$ cat src/rtl/hs32_intctl_pkg.sv
// Shared encodings for the hs32 interrupt controller: FSM states and bus register indexes.
package hs32_intctl_pkg;

  typedef enum logic [1:0] {
    ST_IDLE   = 2'd0,
    ST_LOOKUP = 2'd1,
    ST_REQ    = 2'd2
  } ic_state_e;

  localparam logic [4:0] IC_EN   = 5'd24;
  localparam logic [4:0] IC_PEND = 5'd25;
  localparam logic [4:0] IC_STAT = 5'd26;
  localparam logic [4:0] NMI_VEC = 5'd0;

endpackage

$ cat src/rtl/hs32_intctl_table.sv
// Handler address table: one synchronous bus write port, combinational bus and arbiter read ports.
module hs32_intctl_table #(
  parameter int NLINES = 24
) (
  input  logic        clk,
  input  logic        reset,
  input  logic        we,
  input  logic [4:0]  waddr,
  input  logic [31:0] wdata,
  input  logic [4:0]  raddr,
  output logic [31:0] rdata,
  input  logic [4:0]  arb_addr,
  output logic [31:0] arb_data
);

  logic [31:0] mem_q [NLINES];
  logic [31:0] mem_d [NLINES];

  always_comb begin
    mem_d = mem_q;
    if (we && int'(waddr) < NLINES) mem_d[waddr] = wdata;
  end

  always_ff @(posedge clk or negedge reset) begin
    if (!reset) begin
      for (int i = 0; i < NLINES; i++) mem_q[i] <= '0;
    end else begin
      mem_q <= mem_d;
    end
  end

  assign rdata    = (int'(raddr) < NLINES) ? mem_q[raddr] : '0;
  assign arb_data = (int'(arb_addr) < NLINES) ? mem_q[arb_addr] : '0;

endmodule

$ cat src/rtl/hs32_intctl.sv
// hs32 interrupt controller: edge-triggered pending bits, fixed-priority arbitration, bus-programmed table.
// state  | meaning
// IDLE   | waiting for an enabled pending line; latches the winner into cur
// LOOKUP | registers handler/vec/nmi for cur and raises intrq
// REQ    | request held stable until iack clears pend[cur]
module hs32_intctl
  import hs32_intctl_pkg::*;
#(
  parameter int NLINES   = 24,
  parameter int EXT_SYNC = 2
) (
  input  logic              clk,
  input  logic              reset,
  input  logic [NLINES-1:0] cpu_int,
  input  logic [NLINES-1:0] ext_irq,
  input  logic              nmi_in,
  output logic              intrq,
  output logic [4:0]        vec,
  output logic [31:0]       handler,
  output logic              nmi,
  input  logic              iack,
  input  logic              stb,
  input  logic              rw,
  input  logic [4:0]        addr,
  input  logic [31:0]       din,
  output logic [31:0]       dout,
  output logic              ack
);

  logic [NLINES-1:0] ext_sync_q [EXT_SYNC];
  logic [NLINES-1:0] ext_sync_d [EXT_SYNC];
  logic [EXT_SYNC-1:0] nmi_sync_q, nmi_sync_d;
  logic [NLINES-1:0] line_prev_q, line_prev_d;
  logic              nmi_prev_q, nmi_prev_d;
  logic [NLINES-1:0] pend_q, pend_d;
  logic [NLINES-1:0] en_q, en_d;
  ic_state_e         state_q, state_d;
  logic [4:0]        cur_q, cur_d, vec_q, vec_d;
  logic              intrq_q, intrq_d, nmi_q, nmi_d, ack_q, ack_d;
  logic [31:0]       handler_q, handler_d, dout_q, dout_d;

  logic [NLINES-1:0] line_now, set_v, clr_v, iack_clr, cand;
  logic              nmi_rise, bus_wr, tbl_we;
  logic [31:0]       tbl_rdata, arb_data, rdata;

  function automatic logic [4:0] pri_enc(input logic [NLINES-1:0] c);
    logic [4:0] idx;
    idx = '0;
    for (int i = NLINES - 1; i >= 0; i--) if (c[i]) idx = 5'(i);
    return idx;
  endfunction

  assign bus_wr = stb && rw;
  assign tbl_we = bus_wr && int'(addr) < NLINES;

  hs32_intctl_table #(.NLINES(NLINES)) u_table (
    .clk      (clk),
    .reset    (reset),
    .we       (tbl_we),
    .waddr    (addr),
    .wdata    (din),
    .raddr    (addr),
    .rdata    (tbl_rdata),
    .arb_addr (cur_q),
    .arb_data (arb_data)
  );

  always_comb begin
    ext_sync_d[0] = ext_irq;
    for (int i = 1; i < EXT_SYNC; i++) ext_sync_d[i] = ext_sync_q[i-1];
    nmi_sync_d = {nmi_sync_q[EXT_SYNC-2:0], nmi_in};
  end

  assign line_now    = cpu_int | ext_sync_q[EXT_SYNC-1];
  assign line_prev_d = line_now;
  assign nmi_prev_d  = nmi_sync_q[EXT_SYNC-1];
  assign nmi_rise    = nmi_sync_q[EXT_SYNC-1] && !nmi_prev_q;
  assign set_v       = (line_now & ~line_prev_q) | {{(NLINES-1){1'b0}}, nmi_rise};
  assign cand        = pend_q & {en_q[NLINES-1:1], 1'b1};

  always_comb begin
    state_d   = state_q;
    cur_d     = cur_q;
    intrq_d   = intrq_q;
    vec_d     = vec_q;
    handler_d = handler_q;
    nmi_d     = nmi_q;
    iack_clr  = '0;
    case (state_q)
      ST_IDLE: begin
        if (|cand) begin
          cur_d   = pri_enc(cand);
          state_d = ST_LOOKUP;
        end
      end
      ST_LOOKUP: begin
        handler_d = arb_data;
        vec_d     = cur_q;
        nmi_d     = (cur_q == NMI_VEC);
        intrq_d   = 1'b1;
        state_d   = ST_REQ;
      end
      ST_REQ: begin
        if (iack) begin
          iack_clr[cur_q] = 1'b1;
          intrq_d = 1'b0;
          nmi_d   = 1'b0;
          state_d = ST_IDLE;
        end
      end
      default: state_d = ST_IDLE;
    endcase
  end

  // Set beats clear on the same bit, whether the clear comes from iack or the bus.
  always_comb begin
    clr_v = iack_clr;
    if (bus_wr && addr == IC_PEND) clr_v = clr_v | din[NLINES-1:0];
    pend_d = (pend_q & ~clr_v) | set_v;
    en_d   = en_q;
    if (bus_wr && addr == IC_EN) en_d = {din[NLINES-1:1], 1'b0};
  end

  always_comb begin
    rdata = '0;
    case (addr)
      IC_EN:   rdata = 32'({en_q[NLINES-1:1], 1'b1});
      IC_PEND: rdata = 32'(pend_q);
      IC_STAT: rdata = {24'b0, state_q, 1'b0, cur_q};
      default: if (int'(addr) < NLINES) rdata = tbl_rdata;
    endcase
    ack_d  = stb;
    dout_d = (stb && !rw) ? rdata : '0;
  end

  always_ff @(posedge clk or negedge reset) begin
    if (!reset) begin
      for (int i = 0; i < EXT_SYNC; i++) ext_sync_q[i] <= '0;
      nmi_sync_q  <= '0;
      line_prev_q <= '0;
      nmi_prev_q  <= 1'b0;
      pend_q      <= '0;
      en_q        <= '0;
      state_q     <= ST_IDLE;
      cur_q       <= '0;
      vec_q       <= '0;
      intrq_q     <= 1'b0;
      nmi_q       <= 1'b0;
      handler_q   <= '0;
      ack_q       <= 1'b0;
      dout_q      <= '0;
    end else begin
      ext_sync_q  <= ext_sync_d;
      nmi_sync_q  <= nmi_sync_d;
      line_prev_q <= line_prev_d;
      nmi_prev_q  <= nmi_prev_d;
      pend_q      <= pend_d;
      en_q        <= en_d;
      state_q     <= state_d;
      cur_q       <= cur_d;
      vec_q       <= vec_d;
      intrq_q     <= intrq_d;
      nmi_q       <= nmi_d;
      handler_q   <= handler_d;
      ack_q       <= ack_d;
      dout_q      <= dout_d;
    end
  end

  assign intrq   = intrq_q;
  assign vec     = vec_q;
  assign handler = handler_q;
  assign nmi     = nmi_q;
  assign ack     = ack_q;
  assign dout    = dout_q;

endmodule

$ cat config.mk
export PLATFORM = sky130hd
export DESIGN_NAME = hs32_intctl
export DESIGN_NICKNAME = d
export VERILOG_FILES = /design/src/rtl/hs32_intctl_pkg.sv /design/src/rtl/hs32_intctl_table.sv /design/src/rtl/hs32_intctl.sv
export SDC_FILE = /design/constraint.sdc
export NUM_CORES = 2
export LEC_CHECK = 0
export CORE_MARGIN = 1
export CORE_UTILIZATION = 56
export DETAILED_ROUTE_END_ITERATION = 12
export PLACE_DENSITY = 0.78
export SETUP_SLACK_MARGIN = 0.1
export SYNTH_ARGS = -nofsm -noshare
export SYNTH_HDL_FRONTEND = slang
export SYNTH_SLANG_ARGS = --single-unit
$ cat constraint.sdc
create_clock -name clk -period 2 [get_ports clk]
set_input_delay 0.3 -clock clk [delete_from_list [all_inputs] [get_ports clk]]
set_output_delay 0.3 -clock clk [all_outputs]
set_load 0.01 [all_outputs]
## Word level (Yosys, flattened, before mapping)

Index checks and enable logic that the tools add are counted.

| word-level totals | value |
|---|---|
| flip-flop bits (word level) | 969 |
| latch bits | 0 |
| bits in writable memories | 0 |
| memory bits (read-only) | 0 |
| input bits | 91 |
| output and inout port bits | 72 |
| word-level logic and storage cells | 130 |
| memories | 0 |

| cells by class | value |
|---|---|
| add/sub/neg operators | 0 |
| multiply operators | 0 |
| div/mod/pow operators | 0 |
| magnitude comparators | 7 |
| equality and inequality tests | 7 |
| shift operators | 0 |
| multiplexer cells | 48 |
| bitwise operators | 11 |
| reductions and logical operators | 18 |

Operators with widths:

| kind | count |
|---|---|
| $bwmux W768 | 1 |
| $bmux W32 S5 | 2 |
| $mux W32 | 8 |
| $demux W32 S5 | 1 |
| $mux W5 | 24 |
| $pmux W32 S3 | 1 |
| $and A24 B24 Y24 | 3 |
| $mux W24 | 3 |
| $or A24 B24 Y24 | 3 |
| $not A24 Y24 | 2 |
| $or A24 B1 Y24 | 1 |
| $reduce_or A24 Y1 | 1 |
| $eq A5 B5 Y1 const B | 3 |
| $ge A6 B6 Y1 const B | 2 |
| $not A5 Y6 | 2 |
| $lt A5 B5 Y1 const B | 2 |
| $logic_and A1 B1 Y1 | 9 |
| $lt A5 B6 Y1 const B | 1 |
| $lt A6 B1 Y1 const B | 1 |
| $pmux W2 S3 | 1 |
| $reduce_and A2 Y1 | 3 |
| $demux W1 S5 | 1 |
| $ge A5 B1 Y1 const B | 1 |
| $logic_not A5 Y1 | 1 |
| 9 further kinds | 14 |

## Logic depth before layout (Yosys ltp)

| depth | value |
|---|---|
| word-level depth | 25 |
| gate-level depth with buffers | 10 |
| mapped depth without buffers | 6 |

## By module

From an unflattened synthesis, not the netlist that was laid out.

| unflattened totals | value |
|---|---|
| cells, all modules | 3,458 |
| area, all modules | 48,484.0 µm² |

By module, submodules not included:

| module | instances | cells an instance | area each (µm²) | seq. area each (µm²) |
|---|---|---|---|---|
| hs32_intctl_table | 1 | 2,777 | 40,734.1 | 19,218.4 |
| hs32_intctl | 1 | 681 | 7,749.9 | 5,029.8 |

## Least setup slack after synthesis

OpenSTA, ideal clock, no wires.

| timing path | value |
|---|---|
| path type | flip-flop to flip-flop |
| from | register cur_q[0] |
| to | register handler_q[20], in the netlist handler[20] |
| arrival | 1.890 ns |
| data required time | 1.868 ns |
| slack | -0.022 ns |
| cell stages (with the launch flop) | 7 |
| clock period less this slack | 2.022 ns |
| cell sequence | dfrtp_1 buf_2 buf_4 buf_2 mux4_2 a221oi_2 o21ai_1 |

| on the way | value |
|---|---|
| longest elaborated chain between the ends | 5 |
| elaborated cells between the ends (all ways) | 6 |
| those cells by class | order compare (1); mux (4); bitwise (1) |

RTL lines:

| what | RTL line | RTL |
|---|---|---|
| from (decl) | hs32_intctl.sv:38 | `logic [4:0] cur_q, cur_d, vec_q, vec_d;` |
| from (signal assigned) | hs32_intctl.sv:160 | `cur_q <= cur_d;` |
| $not A5 Y6 (not written as such) | hs32_intctl_table.sv:33 | `assign arb_data = (int'(arb_addr) < NLINES) ? mem_q[arb_addr] : '0;` |
| $bmux W32 S5 | hs32_intctl_table.sv:33 |  |
| $mux W32 (not written as such) (2 in series) | hs32_intctl_table.sv:33 |  |
| $mux W32 * | hs32_intctl_table.sv:33 |  |
| to (signal assigned) | hs32_intctl.sv:164 | `handler_q <= handler_d;` |
| to (decl) | hs32_intctl.sv:40 | `logic [31:0] handler_q, handler_d, dout_q, dout_d;` |

Every way passes the cells marked *; elsewhere a longest branch is shown, timed or not. The select of a mux whose other input is x is not followed.
A chain may end at the register's enable or synchronous reset.

## Final worst setup path

| timing path | value |
|---|---|
| from | register cur_q[0] |
| to | register handler_q[1], in the netlist handler[1] |

Same word-level chain as after synthesis.

==> results.ini <==
[run_status]
outcome=finished, violations left
violations=setup timing

[sta]
tns_ns=-7.47
hold_violations=0
skew_ns=0.0279
fin_crit_ns=2.32
grt_setup_unrepaired=yes
tightestPinTransition_ns=0.644
hold_ws_ns=0.0273
timing.fmax_mhz=431
drv_slew=0
period_share_pct=116
relSlewSlack_pct=56.6
setup_violations=33
fin_ws_ns=-0.321

[synthesis]
ys_async_sr_fraction_pct=100
post-synth-top-count-cell=dfrtp_1
netlist.area_leader.share_pct=50.8
ys_seq_elements=969
synth_top_family_by_area=multiplexers
yosys.area.top_type=dfrtp_1
synth_fa_ha_area_share_pct=0
synth_cell_types=54
synth_area_um2=47700
synthSimpleGateAreaFrac_pct=2.84
synthMuxAreaShare_pct=37.5
synth_xor_xnor_area_share_pct=0
synth_edf_count=0
ys_warn_count=0
ys_seq_area_share_pct=50.8
syn-num-nets=3236
syn-mean-instance-area_um2=15.2
synth-compound-area-share_pct=5.63
ys_top_cells_by_count=969 x dfrtp_1, 740 x mux2_2, 384 x mux4_2, 147 x a22oi_1, 147 x nand2_1
synth-main-ff-cell=dfrtp_1
syn_inst=3145
netlist_top_cells_area=dfrtp_1 51%, mux4_2 18%, mux2_2 17%

[place]
dp_cells=4514
portBuffers=162
placed_area_um2=53800
hpwlAfterDp_um=97300
gp_congestion=0.927

[critical_path]
crit_required_ns=2.57
critical_path_arrival_ns=2.89
cp-end-kind=flop
crit_type=flop to flop
cp_max_fo=11
critPathLaunchType=flop

[clock_tree]
ctsHtreeMaxLevel=3
cts_sinks=969
cts_tree=built
root_buffer=clkbuf_16
worstSkewPairLatency_ns=0.71
cts.path.max_buffers=3
cts_buffers=100
cts.clk_slew.worst_paths_ns=0.06

[detailed_routing]
drtPass1Iterations=6
viasPerCell=6.98
wl_per_cell_um=31.9
drtIter0Drc=4036
vias=33200
drc_errors=0
detail-route-antenna-nets=0
drt_wl_total_um=152000

[floorplan]
ios=163
fp.dieW_um=294
die_area_um2=86400
fp.dieH_um=294
core_um2=84000
start_util_pct=56.9
num_rows=106

[grt]
grt_antenna_before_repair=1
grt_max_degree=108
grt_usage_pct=35.7
grt_overflow=0
grt_pass1_vias=35000
grt_first_pass_wirelength_um=226000

[final_layout]
fin_nets=3624
final_cell_area_um2=58600
register_area_um2=24300
fillers=5128
syn_to_final_growth_pct=22.7
drive_gt1_share_pct=51.8
multi_input_area_um2=22500
finalNonFillerCells=4752

[pwr]
power_uw=61300
peakVddDrop_mv=0.976
p_leak_uw=0.0262
power_density_nw_per_um2=1050

[worst_hold_path]
min_path_type=input port to flop

[flow_run]
cap_violations=0

## state kept, by name (all words and copies together), names as in the netlist, 23 cells and up
register	flops
handler	32
dout	32
line_prev_q	24
ext_sync_d	24
pend_q	24
u_table.mem_q	768
en_q	23
ext_sync_q	24
## layout make-up
type,count,share of cell area (%)
timing repair buffer,584,11.4
clock buffer,131,4.76
multi-input combinational,1851,38.4
sequential,969,41.4
clock inverter,55,1.37
tap,1134,2.42
inverter,27,0.173
antenna,1,0.00427
## worst paths after layout
check | from | slack, ns | cells after the start | to
worst max-delay path | cur_q[0] | -0.32 | 8 | handler[1]
worst min-delay path | ext_irq[14] | 0.03 | 1 | ext_sync_d[14]
worst max register to register | cur_q[0] | -0.32 | 8 | handler[1]
worst min register to register | ext_sync_d[12] | 0.35 | 0 | ext_sync_q[12]
max in group asynchronous | reset | 0.88 | 4 | ext_sync_d[10]
min in group asynchronous | reset | 0.12 | 2 | u_table.mem_q[766]
## routing by layer
| metal | GRT usage [%] | vias to the layer above | part of all wire (%) |
|---|---|---|---|
| met5 | 0 | - | 0.0053 |
| met4 | 18.7 | 2 | 6.1 |
| met3 | 9.73 | 568 | 11 |
| met2 | 54.1 | 2337 | 46 |
| met1 | 47.3 | 17400 | 36 |
| li1 | - | 12800 | - |
## placed cells by master (no fill, tap or decap), drive strengths merged, types with 7 or more instances in the layout
| master | Yosys | final |
|---|---|---|
| a21oi | 28 | 28 |
| a221oi | 34 | 34 |
| a22oi | 147 | 147 |
| a31oi | 16 | 16 |
| a32oi | 12 | 12 |
| and3 | 10 | 10 |
| buf | 194 | 418 |
| bufinv | 0 | 17 |
| clkbuf | 104 | 137 |
| clkdlybuf4s50 | 0 | 113 |
| clkinv | 0 | 30 |
| dfrtp | 969 | 969 |
| dlygate4sd2 | 0 | 16 |
| dlymetal6s2s | 0 | 29 |
| inv | 27 | 29 |
| mux2 | 816 | 816 |
| mux4 | 384 | 384 |
| nand2 | 149 | 149 |
| nand2b | 9 | 9 |
| nand3 | 7 | 7 |
| nand3b | 12 | 12 |
| nor2 | 64 | 64 |
| nor3b | 8 | 8 |
| o211ai | 17 | 17 |
| o21ai | 68 | 68 |
| o22ai | 20 | 20 |
## worst max-delay path, cell delays in order, from the launching register on
cell	delay, ns
dfrtp_4	0.54
buf_16	0.20
buf_4	0.17
mux4_2	0.51
a22oi_2	0.22
nand2_1	0.10
a221oi_2	0.21
buf_4	0.18
o21ai_1	0.05
## power breakdown
| group | switching [uW] | internal, uW |
|---|---|---|
| Clock | 8260 | 12100 |
| Sequential | 1850 | 21800 |
| Combinational | 8170 | 9160 |
## kinds of logic (layout without fill, tap and decap cells)
family                 count (synthesis)  in the layout
flip-flops                           969            969
other                                  0              1
multiplexers                        1206           1206
AO/OA/AOI/OAI                        359            359
AND/OR/NAND/NOR                      286            286
buffers and inverters                325            797
## timing repair
item / in CTS / in global routing
setup endpoints to repair: 64 / 83
resized for setup: 76 / 87
setup buffers: 16 / 26
hold buffers: 1 / 0
pin swaps: 14 / 37
gates cloned: 5 / 5
endpoints found under the hold margin: 285 / 0
## through the flow
stage / utilization, % / worst slack (ns)
6_report: 69.8 / -0.321
5_1_grt: 69.8 / -0.392
4_1_cts: 69.0 / -0.271
3_5_place_dp: 64.1 / -0.535
3_3_place_gp: 64.1 / -0.491
2_1_floorplan: - / 0.104
No activity file was read; power rests on OpenSTA's default activity.
